### config.mk
export PLATFORM = sky130hd
export DESIGN_NAME = chu_gpo_seq
export DESIGN_NICKNAME = d
export VERILOG_FILES = /design/src/rtl/chu_gpo_seq.sv
export SDC_FILE = /design/constraint.sdc
export NUM_CORES = 1
export LEC_CHECK = 0
export BUFFER_PORTS_ARGS = -buffer_cell sky130_fd_sc_hd__buf_2
export CAP_MARGIN = 20
export CELL_PAD_IN_SITES_DETAIL_PLACEMENT = 0
export CELL_PAD_IN_SITES_GLOBAL_PLACEMENT = 1
export CORE_MARGIN = 2
export CORE_UTILIZATION = 55
export CTS_CLUSTER_DIAMETER = 150
export DETAILED_ROUTE_END_ITERATION = 8
export GPL_TIMING_DRIVEN = 0
export PLACE_DENSITY = 0.92
export SYNTH_ARGS = -nofsm -noshare
export SYNTH_HDL_FRONTEND = slang
export SYNTH_SLANG_ARGS = --single-unit
### constraint.sdc
create_clock -name clk -period 7.2 [get_ports clk]
set_clock_uncertainty 0.15 [all_clocks]
set_input_delay 1.44 -clock clk [delete_from_list [all_inputs] [get_ports clk]]
set_output_delay 1.44 -clock clk [all_outputs]
set_load 0.005 [all_outputs]
### src/rtl/chu_gpo_seq.sv
// chu_gpo_seq: MMIO slot core that plays a software-loaded table of
// (pattern, dwell) entries onto a registered W-bit output, once or looped.
module chu_gpo_seq #(
  parameter int W     = 8,
  parameter int DEPTH = 8
) (
  input  logic         clk,
  input  logic         reset,
  input  logic         cs,
  input  logic         read,
  input  logic         write,
  input  logic [4:0]   addr,
  input  logic [31:0]  wr_data,
  output logic [31:0]  rd_data,
  output logic [W-1:0] dout
);

  localparam int         IW      = $clog2(DEPTH);
  localparam logic [4:0] DEPTH_L = 5'(DEPTH);

  typedef enum logic [1:0] {
    ST_IDLE = 2'd0,
    ST_RUN  = 2'd1,
    ST_DONE = 2'd2
  } state_t;

  // A dwell of 0 behaves like 1: the counter counts down to 0 then advances.
  function automatic logic [15:0] dwell_load(input logic [15:0] dwell);
    return (dwell == 16'd0) ? 16'd0 : (dwell - 16'd1);
  endfunction

  function automatic logic [4:0] clamp_len(input logic [4:0] len);
    return (len > DEPTH_L) ? DEPTH_L : len;
  endfunction

  state_t          state_q, state_d;
  logic [IW-1:0]   idx_q, idx_d;
  logic [15:0]     cnt_q, cnt_d;
  logic [4:0]      run_len_q, run_len_d;
  logic            run_loop_q, run_loop_d;
  logic            done_q, done_d;
  logic [W-1:0]    dout_q, dout_d;

  logic [4:0]      len_q;
  logic            loop_q;
  logic [W-1:0]    idle_q, idle_d;
  logic [W-1:0]    pat_q [DEPTH];
  logic [15:0]     dwl_q [DEPTH];

  logic            wr_en_s, ctrl_wr_s, start_s, stop_s, start_ok_s;
  logic            ent_hit_s, busy_s;
  logic [4:0]      ent_off_s;
  logic [IW-1:0]   ent_idx_s, idx_inc_s;
  logic            unused_s;

  assign wr_en_s    = cs & write;
  assign ctrl_wr_s  = wr_en_s & (addr == 5'd0);
  assign start_s    = ctrl_wr_s & wr_data[0];
  assign stop_s     = ctrl_wr_s & wr_data[2];
  assign start_ok_s = start_s & ~stop_s & (len_q != 5'd0);
  assign ent_off_s  = addr - 5'd8;
  assign ent_hit_s  = (addr >= 5'd8) && (ent_off_s < DEPTH_L);
  assign ent_idx_s  = ent_off_s[IW-1:0];
  assign idx_inc_s  = idx_q + IW'(1);
  assign busy_s     = (state_q == ST_RUN);
  assign dout       = dout_q;
  assign unused_s   = &{1'b0, read, wr_data};

  // Next IDLE value, so a write is visible on dout the following cycle
  always_comb begin
    if (wr_en_s && (addr == 5'd2)) begin
      idle_d = wr_data[W-1:0];
    end else begin
      idle_d = idle_q;
    end
  end

  // Software-visible configuration registers and pattern table
  always_ff @(posedge clk or negedge reset) begin
    if (!reset) begin
      len_q  <= 5'd0;
      loop_q <= 1'b0;
      idle_q <= '0;
      for (int i = 0; i < DEPTH; i++) begin
        pat_q[i] <= '0;
        dwl_q[i] <= 16'd0;
      end
    end else begin
      idle_q <= idle_d;
      if (ctrl_wr_s) begin
        loop_q <= wr_data[1];
      end
      if (wr_en_s && (addr == 5'd1)) begin
        len_q <= wr_data[4:0];
      end
      if (wr_en_s && ent_hit_s) begin
        pat_q[ent_idx_s] <= wr_data[W-1:0];
        dwl_q[ent_idx_s] <= wr_data[31:16];
      end
    end
  end

  // Playback sequencer: next state, entry index, dwell counter and output
  always_comb begin
    state_d    = state_q;
    idx_d      = idx_q;
    cnt_d      = cnt_q;
    run_len_d  = run_len_q;
    run_loop_d = run_loop_q;
    done_d     = done_q;
    dout_d     = dout_q;
    case (state_q)
      ST_RUN: begin
        if (stop_s) begin
          state_d = ST_IDLE;
          idx_d   = '0;
          cnt_d   = 16'd0;
          dout_d  = idle_d;
        end else if (start_ok_s) begin
          run_len_d  = clamp_len(len_q);
          run_loop_d = wr_data[1];
          idx_d      = '0;
          cnt_d      = dwell_load(dwl_q[0]);
          dout_d     = pat_q[0];
        end else if (cnt_q != 16'd0) begin
          cnt_d = cnt_q - 16'd1;
        end else if (5'(idx_q) == (run_len_q - 5'd1)) begin
          if (run_loop_q) begin
            idx_d  = '0;
            cnt_d  = dwell_load(dwl_q[0]);
            dout_d = pat_q[0];
          end else begin
            state_d = ST_DONE;
            done_d  = 1'b1;
            idx_d   = '0;
            cnt_d   = 16'd0;
            dout_d  = idle_d;
          end
        end else begin
          idx_d  = idx_inc_s;
          cnt_d  = dwell_load(dwl_q[idx_inc_s]);
          dout_d = pat_q[idx_inc_s];
        end
      end
      default: begin
        if (start_ok_s) begin
          state_d    = ST_RUN;
          done_d     = 1'b0;
          run_len_d  = clamp_len(len_q);
          run_loop_d = wr_data[1];
          idx_d      = '0;
          cnt_d      = dwell_load(dwl_q[0]);
          dout_d     = pat_q[0];
        end else begin
          dout_d = idle_d;
        end
      end
    endcase
  end

  // Sequencer state register
  always_ff @(posedge clk or negedge reset) begin
    if (!reset) begin
      state_q    <= ST_IDLE;
      idx_q      <= '0;
      cnt_q      <= 16'd0;
      run_len_q  <= 5'd0;
      run_loop_q <= 1'b0;
      done_q     <= 1'b0;
      dout_q     <= '0;
    end else begin
      state_q    <= state_d;
      idx_q      <= idx_d;
      cnt_q      <= cnt_d;
      run_len_q  <= run_len_d;
      run_loop_q <= run_loop_d;
      done_q     <= done_d;
      dout_q     <= dout_d;
    end
  end

  // Read mux; table entries read back in their write layout
  always_comb begin
    rd_data = 32'd0;
    if (ent_hit_s) begin
      rd_data = {dwl_q[ent_idx_s], 16'(pat_q[ent_idx_s])};
    end else begin
      case (addr)
        5'd0:    rd_data = {31'd0, loop_q};
        5'd1:    rd_data = {27'd0, len_q};
        5'd2:    rd_data = 32'(idle_q);
        5'd3:    rd_data = {24'd0, 4'(idx_q), 2'd0, done_q, busy_s};
        default: rd_data = 32'd0;
      endcase
    end
  end

endmodule

=== After elaboration in Yosys (flattened, before gate mapping) ===
Cells that the tools add are included.

* Register bits: 242
* Logic and storage cells: 141
* Output and inout port bits: 40

* $lt $le $gt $ge: 6
* Equality and inequality tests: 15
* $add $sub $neg: 6
* Reduce and logical (&&, ||, !) cells: 15
* Bitwise logic cells: 9
* Muxes and demuxes: 64

{| class="wikitable"
|+ Operators by type and width
! operator !! number
|-
| $mux W16 || 14
|-
| $bwmux W128 || 1
|-
| $mux W8 || 13
|-
| $bmux W16 S3 || 2
|-
| $bwmux W64 || 1
|-
| $bmux W8 S3 || 2
|-
| $demux W16 S3 || 1
|-
| $sub A16 B1 Y16 const B || 3
|-
| $logic_not A16 Y1 || 2
|-
| $mux W32 || 1
|-
| $pmux W8 S4 || 1
|-
| $demux W8 S3 || 1
|-
| $mux W5 || 4
|-
| $mux W3 || 6
|-
| $reduce_bool A16 Y1 || 1
|-
| $mux W2 || 7
|-
| $ne A3 B3 Y1 const B || 4
|-
| $eq A5 B2 Y1 const B || 2
|-
| $mux W1 || 10
|-
| $ge A4 B4 Y1 const B || 2
|-
| $not A3 Y4 || 2
|-
| $and A1 B1 Y1 || 6
|-
| $ne A2 B2 Y1 const B || 3
|-
| $reduce_and A6 Y1 || 1
|-
| 20 further kinds || 25
|}

=== Logic depth before layout (Yosys ltp) ===
Gate-level depths: netlist of the first run.

* Depth in word-level cells: 12
* Gate-level depth with buffers: 13
* Mapped depth without buffers: 9

=== Least setup slack after synthesis of the first run ===
Ideal clock, no wire load.

* Path kind: input -> output
* From: in addr[0]
* To: out rd_data[0]
* Cell stages on the path: 7
* Path slack: 2.351 ns
* Data arrival time: 3.259 ns
* Buffers on the path: 3
* Required time: 5.610 ns
* Cell sequence: buf_2 buf_2 buf_1 mux4_2 mux2_2 a22oi_1 nor2_1

* Word-level cells in the longest chain between the ends: 6
* Elaborated cells between the ends (all ways): 14

{| class="wikitable"
|+ RTL lines
! item !! RTL line !! text
|-
| start: declaration || 12 || <nowiki>input logic [4:0] addr,</nowiki>
|-
| $sub A5 B4 Y5 || 61 || <nowiki>assign ent_off_s = addr - 5'd8;</nowiki>
|-
| $not A3 Y4 (not written as such) || 186 || <nowiki>rd_data = {dwl_q[ent_idx_s], 16'(pat_q[ent_idx_s])};</nowiki>
|-
| $bmux W8 S3 || 186 ||
|-
| $mux W8 (not written as such) (2 in series) || 186 ||
|-
| $mux W32 (*) || 185 || <nowiki>if (ent_hit_s) begin</nowiki>
|-
| end: declaration || 14 || <nowiki>output logic [31:0] rd_data,</nowiki>
|}

Mark *: on every way between the ends. The rest lies on a longest branch, timed or not. The select of a mux whose other input is x is not followed.

=== Final worst setup path of the first run ===
* From: in addr[1]
* To: out rd_data[1]

Same word-level chain as after synthesis.

==> key figures, run 1 <==
Clock tree
  – Clk pin slew, worst setup/hold paths: 0.06 ns
  – Resize count post-CTS: 0
  – Post-cts hold buffer count: 0
  – Post-CTS setup buffers: 0
  – Root cell of the clock tree: clkbuf_16
  – CTS tree: done
  – Num CTS Buffers: 27
  – H-tree depth: 1
  – CTS sink count: 242
  – Clock buffer depth: 3
  – Worst-Skew Late Latency: 0.54 ns

Logic synthesis
  – Async S/R FF share, synth: 100%
  – Synth area leaders: dfrtp_1, mux2_2, mux4_2
  – Synth Warn #: 0
  – Top_reg_cell synth: dfrtp_1
  – Yosys cell types: between 70 and 80
  – Post-synthesis cell area: about 15000 um^2
  – Sequential area share after synthesis: 41.5%
  – Synth top area share: 41.5%
  – Yosys reg bits: 242
  – Post-Syn Instances: 1212
  – Number of synthesized flops with an enable pin: 0
  – Area leader, netlist: dfrtp_1
  – Syn Area/Cell: 12.1 um^2

Timing
  – Slew at the pin closest to its max-slew limit: 1.07 ns
  – Rel. slew slack: 28.6%
  – Max Slew Vio Count: 0
  – PnR worst setup slack: 1.26 ns
  – Setup TNS: 0 ns
  – Crit share post-route: 82.5%
  – Max Fclk: 168 MHz
  – Final hold vios: 0
  – Hold WS: 0.372 ns
  – Final setup vio count: 0
  – Period minus WS final: 5.94 ns
  – RSZ-0062 raised after global routing: no

Placement
  – Gpl congestion: 0.916
  – HPWL Detailed: 29500 um
  – Dpl cell area: 15400 um^2
  – Input/output buffers: just under 60
  – Pre-CTS setup slack: 1.38 ns
  – Dpl cells: 1615

Setup path
  – Worst R2R End: cnt_q[11]$_DFFE_PN0P_
  – Critical Path Sink: rd_data[1]
  – Cell Chain, Critical Path: buf_2, buf_2, buf_1, clkbuf_1, mux2i_1, o21ai_0, a22oi_1, nor2_1, buf_2
  – Worst r2r path cells: 13
  – FF-to-FF Start: idx_q[1]$_DFFE_PN0P_
  – CP startpoint kind: input pin
  – Crit Path Max Fanout: 10
  – Cell repeated most along the worst path: buf_2
  – Max incr delay on CP: a little under 0.8 ns
  – Critical path arrival: 4.35 ns
  – CP Capture Type: output port
  – Required @ worst endpoint: 5.61 ns
  – Worst R2R Setup Slack: 2.92 ns
  – Worst Setup SP: addr[1]
  – Setup CP Type: input pin to output port
  – Slowest cell on crit path: buf_1

Routing
  – First-pass DRT Iterations: 6
  – Via density: 6.77
  – Via count: approximately 11000
  – ANT nets after route: 0
  – Drt total wl: around 41000 um
  – DRC: 0
  – Initial DRC Count: around 1200
  – Routed len/inst: 24.8 um

Layout
  – Finished Cell Area: 16300 um^2
  – Layout area overhead: 11.8%
  – Commonest non-fill, non-tap cell in the layout: dfrtp_1
  – FILL cells: 1978
  – Net count, final: roughly 1400
  – Fin cells: around 1700
  – Fraction of layout cells with a size suffix above 1: 35.1%
  – Commonest cells after routing, fill and taps aside: dfrtp_1, mux2_2, nor2_1
  – Final core utilization: a little over three fifths

Power
  – Peak VDD IR: approximately 0.18 mV
  – Sw frac: approximately 30%
  – PnR Total Power: 4.12 mW
  – P_int: roughly 2.9 mW
  – Power per cell area: approximately 250 nW/um^2
  – Leak: 7.06 nW
  – Combinational power share: 23.1%
  – Clock share of power: around 35%
  – Sequential Power Share: a little over two fifths
  – Sw power: 1.25 mW

Floorplan
  – Die area: around 28000 um^2
  – Starting Density: a little under three fifths
  – Row Count: 59
  – Total core area: 26100 um^2
  – Number of I/O pins: slightly above 80
  – Die width: 167 um
  – Overall die height: 167 um

Worst hold path
  – Hold_sp: loop_q$_DFFE_PN0P_
  – Worst hold-check path type: register to register
  – WHS Path Cells: 1

Global route
  – Layer with the highest usage: met2
  – GRT overflow: 0
  – GRT met3 Usage: 4.02%
  – Pin count of the biggest net entering global routing: 89
  – Met2 Use GR: between 40 and 50%
  – GR Util All Layers: between 20% and 30%
  – First-pass GRT wire length: 65300 um
  – Vias in the first global route: 11065
  – Initial antenna violation count: 0
  – GR Layer Usage met1: ~44%

Outcome
  – Run status: completed

Run
  – Maxcap violations: 0
==> routing by layer <==
metal	share of wire (%)	up-vias	wire length [um]
li1	-	4782	-
met1	42	5783	17400
met2	47	601	19200
met3	8.6	99	3550
met4	2.6	0	1070
met5	0	-	0
==> worst max-delay path: cells and delay by family <==
family | cells | cell delay (ns)
muxes | 1 | 0.17
and+or+nand+nor | 1 | 0.11
buffers and inverters | 5 | 2.08
AOI/OAI and AO/OA | 2 | 0.53
==> power by group through the flow <==
stage                     combinational, mW  clock, mW  sequential (mW)
final                                 0.951       1.43             1.75
after detailed placement              0.933          0             1.76
after global routing                   1.04       1.49             1.77
after global placement                0.907          0             1.74
after floorplan                       0.693          0             1.70
after CTS                             0.942       1.44             1.74
==> area by class of cell <==
type | count | area, um^2 | area share, %
multi-input cells | 864 | 8010 | 49.1
clock inverters | 11 | 136 | 0.835
inverters | 11 | 41.3 | 0.253
plain buffers | 102 | 522 | 3.20
repair buffers | 61 | 360 | 2.21
clock buffers | 37 | 773 | 4.74
well taps | 335 | 419 | 2.57
diodes | 1 | 2.50 | 0.0153
flip-flops and latches | 242 | 6060 | 37.1
==> state kept, by name, summed over array words and instances (netlist names) <==
register / cells
len_q: 5
run_loop_q: 1
idx_q: 3
dout: 8
loop_q: 1
state_q: 2
cnt_q: 16
idle_q: 8
run_len_q: 5
pat_q: 64
done_q: 1
dwl_q: 128
==> worst min-delay path by stage <==
stage / slack, ns / end
floorplan: 0.31 / done_q$_DFFE_PN0P_
global placement: 0.34 / loop_q$_DFFE_PN0P_
detailed placement: 0.36 / loop_q$_DFFE_PN0P_
CTS: 0.37 / dwl_q[81]$_DFFE_PN0P_
global route: 0.39 / dwl_q[65]$_DFFE_PN0P_
finish: 0.37 / loop_q$_DFFE_PN0P_
==> logic make-up (layout without fill, tap and decap cells) <==
| family | Yosys count | after routing | share of synthesized area (%) |
|---|---|---|---|
| AOI/OAI and AO/OA | 188 | 188 | 8.23 |
| xor gates and xnor gates | 39 | 39 | 2.47 |
| adders and majority gates | 7 | 7 | 0.600 |
| buffers and inverters | 113 | 222 | 3.85 |
| DFF | 242 | 242 | 41.5 |
| muxes | 356 | 356 | 34.0 |
| other | 1 | 9 | 0.0257 |
| and+or+nand+nor | 266 | 266 | 9.40 |
==> Yosys cell counts, types with 8 or more instances <==
library cell	instances
nand2_1	44
nor4_1	11
buf_4	13
nor3_1	25
nor2_1	90
o31ai_1	19
a21oi_1	39
clkbuf_1	52
inv_1	11
nand3_1	28
mux2_2	210
nand2b_1	9
a31oi_1	19
xnor2_1	23
o211ai_1	11
buf_1	8
mux2i_1	55
buf_2	21
dfrtp_1	242
a22oi_1	14
mux4_2	89
xor2_1	15
o21ai_0	47
Note: power is estimated with default switching activity, not from simulation.
==> run 2: changes to the inputs <==
Settings changed: CORE_UTILIZATION 55 to 46, PLACE_DENSITY 0.92 to 0.82.
Clock period 7.2 ns to 5 ns, I/O delays scaled along.
==> key figures, run 2 (same netlist as run 1, synthesis figures left out) <==
Outcome
  – Run status: completed

Timing
  – Slew at the pin closest to its max-slew limit: roughly 1.2 ns
  – Setup TNS: 0 ns
  – Max Fclk: 209 MHz
  – Max Slew Vio Count: 0
  – PnR worst setup slack: between 0.2 and 0.25 ns
  – Period minus WS final: 4.78 ns
  – Rel. slew slack: 21.5%
  – RSZ-0062 raised after global routing: no
  – Final setup vio count: 0
  – Crit share post-route: 95.6%
  – Hold WS: between 0.1 and 0.15 ns
  – Final hold vios: 0

Setup path
  – Worst R2R Setup Slack: 0.71 ns
  – CP startpoint kind: input pin
  – Crit Path Max Fanout: 10
  – Max incr delay on CP: roughly 0.77 ns
  – CP Capture Type: output port
  – Cell repeated most along the worst path: buf_2
  – Cell Chain, Critical Path: buf_2, clkbuf_1, clkbuf_1, buf_2, mux2i_1, nor2_1, buf_2
  – Required @ worst endpoint: 3.85 ns
  – Slowest cell on crit path: clkbuf_1
  – Worst r2r path cells: 13
  – Setup CP Type: input pin to output port
  – FF-to-FF Start: idx_q[1]$_DFFE_PN0P_
  – Worst R2R End: cnt_q[11]$_DFFE_PN0P_
  – Critical path arrival: 3.63 ns

Floorplan
  – Die area: 33200 um^2
  – Overall die height: approximately 180 um
  – Die width: roughly 180 um
  – Starting Density: 46.5%
  – Total core area: 31400 um^2
  – Number of I/O pins: 82
  – Row Count: 65

Clock tree
  – Clock buffer depth: 3
  – CTS sink count: 242
  – H-tree depth: 1
  – Clk pin slew, worst setup/hold paths: 0.05 ns
  – Worst-Skew Late Latency: ~0.56 ns
  – Num CTS Buffers: 29
  – Post-CTS setup buffers: 0
  – CTS tree: done
  – Root cell of the clock tree: clkbuf_16

Global route
  – GR Util All Layers: 25.6%
  – Initial antenna violation count: 0
  – First-pass GRT wire length: 65400 um
  – Vias in the first global route: 10997
  – Pin count of the biggest net entering global routing: 112
  – GRT overflow: 0

Placement
  – Input/output buffers: 59
  – Dpl cell area: 15500 um^2
  – Gpl congestion: 0.886
  – Pre-CTS setup slack: 0.0263 ns
  – Dpl cells: approximately 1700
  – HPWL Detailed: just over 30000 um

Routing
  – Drt total wl: ~42000 um
  – Top Metal Used: met4
  – Routed len/inst: 24.4 um
  – Via density: 6.29
  – DRC: 0
  – Initial DRC Count: 947
  – Post-Route M1 WL: 18800 um
  – Metal2 WL: 19400 um
  – Via count: ~11000
  – First-pass DRT Iterations: 5
  – ANT nets after route: 0
  – Met3 wire len: 3040 um

Layout
  – Largest register by flop count: dwl_q
  – Net count, final: approximately 1400
  – Largest register FFs: 128
  – Antenna cells: 0
  – Commonest cells after routing, fill and taps aside: dfrtp_1, mux2_2, nor2_1
  – Finished Cell Area: 16500 um^2
  – Biggest regs: dwl_q: 128 flops, pat_q: 64 flops, cnt_q: 16 flops
  – Layout area overhead: 12.7%
  – FILL cells: 2695
  – Fraction of layout cells with a size suffix above 1: 35.2%
  – Final core utilization: between 50 and 60%
  – Commonest non-fill, non-tap cell in the layout: dfrtp_1
  – Fin cells: 1733

Power
  – Power per cell area: ~370 nW/um^2
  – Peak VDD IR: between 0.2 and 0.3 mV
  – PnR Total Power: 6.01 mW
  – Leak: 7.08 nW

Worst hold path
  – Worst hold-check path type: input pin to async pin

Run
  – Maxcap violations: 0
[run 2: cell type report]
type / count / area [um^2] / share of cell area (%)
Inverter: 11 / 41.3 / 0.251
Tap cell: 402 / 503 / 3.06
Sequential cell: 242 / 6060 / 36.8
Buffer: 102 / 526 / 3.19
Multi-Input combinational cell: 864 / 8010 / 48.7
Clock buffer: 41 / 821 / 4.99
Clock inverter: 10 / 134 / 0.814
Timing Repair Buffer: 61 / 360 / 2.19
[run 2: worst max-delay path by stage]
| stage | startpoint | end | slack, ns | cells after the start |
|---|---|---|---|---|
| finish | addr[2] | rd_data[28] | 0.22 | 7 |
| global route | addr[0] | rd_data[0] | 0.14 | 8 |
| floorplan | addr[0] | rd_data[0] | 1.03 | 7 |
| CTS | addr[1] | rd_data[21] | 0.02 | 8 |
| global placement | reset | dout[2]$_DFFE_PN0P_ | -1.55 | 1 |
| detailed placement | addr[1] | rd_data[21] | 0.03 | 8 |
[run 2: critical path, delay by kind of cell]
family / cells / cell delay [ns]
and+or+nand+nor: 1 / 0.07
muxes: 1 / 0.36
buffers and inverters: 5 / 2.18
[run 2: power breakdown]
group / internal, mW / total (mW) / switching [mW]
Sequential: 2.25 / 2.51 / 0.268
Combinational: 0.656 / 1.37 / 0.712
Clock: 1.29 / 2.13 / 0.842
Total: 4.19 / 6.01 / 1.82
[run 2: per-layer routing]
layer / vias to the layer above / track usage [%]
met5: - / 0
met2: 425 / 40.2
li1: 4794 / -
met1: 5606 / 36.7
met3: 72 / 4.57
met4: 0 / 7.74
[run 2: what timing repair did]
| item | 4_1_cts | 5_1_grt |
|---|---|---|
| hold buffers | 0 | 0 |
| gates resized for setup | 0 | 7 |
| endpoints found under the setup margin | 0 | 13 |
==> run 3: changes to the inputs <==
==> constraint.sdc (replaced) <==
create_clock -name clk -period 5 [get_ports clk]
set_clock_uncertainty 0.15 [all_clocks]
set_input_delay 0 -clock clk [delete_from_list [all_inputs] [get_ports clk]]
set_output_delay 0 -clock clk [all_outputs]
set_load 0.005 [all_outputs]
==> key figures, run 3 (same netlist as run 1, synthesis figures left out) <==
Power
  – Leak: 7.21 nW
  – Peak VDD IR: 0.268 mV
  – Sw power: roughly 1.8 mW
  – Power per cell area: 360 nW/um^2
  – P_int: about 4.2 mW
  – Sequential Power Share: 41.7%
  – PnR Total Power: 6.03 mW
  – Sw frac: 30.2%
  – Combinational power share: 23.0%
  – Clock share of power: 35.3%

Placement
  – HPWL Detailed: approximately 30000 um
  – Gpl congestion: about 0.89
  – Input/output buffers: 59

Timing
  – Hold WS: about 0.11 ns
  – Max Slew Vio Count: 0
  – Setup TNS: 0 ns
  – Final hold vios: 0
  – Crit share post-route: 86.7%
  – Rel. slew slack: 20.1%
  – RSZ-0062 raised after global routing: no
  – Period minus WS final: approximately 4.3 ns
  – Max Fclk: between 200 and 250 MHz
  – Final setup vio count: 0
  – Slew at the pin closest to its max-slew limit: around 1.2 ns

Layout
  – Net count, final: approximately 1400
  – Largest register by flop count: dwl_q
  – Largest register FFs: about 130
  – Commonest cells after routing, fill and taps aside: dfrtp_1, mux2_2, nor2_1
  – Final core utilization: between 50% and 60%
  – Antenna cells: 0
  – FILL cells: 2670
  – Commonest non-fill, non-tap cell in the layout: dfrtp_1
  – Layout area overhead: 14.8%
  – Biggest regs: dwl_q: 128 flops, pat_q: 64 flops, cnt_q: 16 flops
  – Fraction of layout cells with a size suffix above 1: between 30% and 40%
  – Multi-input logic area: between 8000 and 9000 um^2
  – Register Area: 6060 um^2

Routing
  – Via density: 6.22
  – DRC: 0
  – ANT nets after route: 0
  – Routed len/inst: 24.1 um
  – First-pass DRT Iterations: 5
  – Initial DRC Count: 956
  – Via count: 10977
  – Drt total wl: 42600 um

Setup path
  – Setup CP Type: register to register
  – Required @ worst endpoint: 5.28 ns
  – CP Capture Type: register
  – Max incr delay on CP: between 0.4 and 0.5 ns
  – Crit Path Max Fanout: 10
  – Cell Chain, Critical Path: ha_1, xor2_4, buf_6, buf_4, buf_2, mux2i_1, ha_1, o21ai_1, nor3_4, a41oi_2, buf_6, a221oi_2, o21ai_1
  – Critical path arrival: 4.61 ns
  – CP startpoint kind: register
  – Slowest cell on crit path: dfrtp_1

Global route
  – GR Util All Layers: 25.7%
  – Vias in the first global route: around 11000
  – First-pass GRT wire length: between 60000 and 70000 um
  – Pin count of the biggest net entering global routing: 112
  – GRT overflow: 0
  – Initial antenna violation count: 0

Clock tree
  – Num CTS Buffers: 29
  – Worst-Skew Late Latency: around 0.55 ns
  – H-tree depth: 1
  – Resize count post-CTS: 0
  – Clock buffer depth: 3
  – Root cell of the clock tree: clkbuf_16
  – Clk pin slew, worst setup/hold paths: 0.06 ns
  – CTS sink count: between 200 and 250
  – CTS tree: done

Run
  – Maxcap violations: 0

Outcome
  – Run status: completed

Floorplan
  – Row Count: 65
  – Die area: 33200 um^2
  – Total core area: between 30000 and 40000 um^2
  – Die width: 182 um
  – Number of I/O pins: slightly above 80
  – Starting Density: 46.5%
  – Overall die height: 182 um

Worst hold path
  – Worst hold-check path type: input pin to register
## run 3: changes by cell type in the layout (fill, tap and decap cells not counted), sizes merged
cell,previous run,this run
buf,109,112
clkbuf,95,93
dlygate4sd3,0,30
## run 3: final timing paths
path | slack (ns) | from | depth (start not counted) | end
worst min-delay path | 0.11 | addr[0] | 6 | cnt_q[12]$_DFFE_PN0P_
worst max register to register | 0.66 | idx_q[1]$_DFFE_PN0P_ | 13 | cnt_q[11]$_DFFE_PN0P_
min in group asynchronous | 0.34 | reset | 4 | dwl_q[71]$_DFFE_PN0P_
max in group asynchronous | 3.30 | reset | 5 | run_len_q[1]$_DFFE_PN0P_
worst max-delay path | 0.66 | idx_q[1]$_DFFE_PN0P_ | 13 | cnt_q[11]$_DFFE_PN0P_
worst min register to register | 0.37 | run_len_q[4]$_DFFE_PN0P_ | 1 | run_len_q[4]$_DFFE_PN0P_
## run 3: area by class of cell
type                       instances  share of cell area (%)
clock inverter                    10                   0.798
clock buffer                      41                    4.89
tap                              402                    3.00
multi-input combinational        864                    47.8
buffer                           102                    3.11
timing repair buffer              92                    4.06
sequential                       242                    36.1
inverter                          11                   0.246
## run 3: through the flow
stage	cell area, um^2	cells	worst slack (ns)
floorplan	14600	1219	1.86
global placement	15400	1680	-0.547
detailed placement	15500	1682	0.770
CTS	16800	1764	0.764
global route	16800	1764	0.546
finish	16800	1764	0.663
## run 3: repair_timing
action                                 4_1_cts  5_1_grt
endpoints found under the hold margin      319        0
hold buffers                                31        0
setup buffers                                0        0
## run 3: critical path, delay by kind of cell, from the launching register on
family	cells	cell delay [ns]
XOR/XNOR	1	0.39
flip-flops	1	0.47
AND/OR/NAND/NOR	1	0.31
adder cells (fa/ha/maj)	2	0.64
AO/OA/AOI/OAI	4	0.79
buffers and inverters	4	0.98
multiplexers	1	0.46
## run 3: layer usage
layer / global-route usage [%] / vias to the layer above / share of wire, %
li1: - / 4857 / -
met4: 7.84 / 0 / 2.4
met5: 0 / - / 0
met2: 40.4 / 422 / 46
met1: 36.7 / 5627 / 44
met3: 4.59 / 71 / 7.0
## run 3: power by group through the flow
stage	combinational [mW]	sequential, mW	clock (mW)
3_5_place_dp	1.35	2.53	0
2_1_floorplan	0.997	2.44	0
6_report	1.39	2.51	2.13
4_1_cts	1.38	2.50	2.15
3_3_place_gp	1.31	2.51	0
5_1_grt	1.51	2.55	2.24
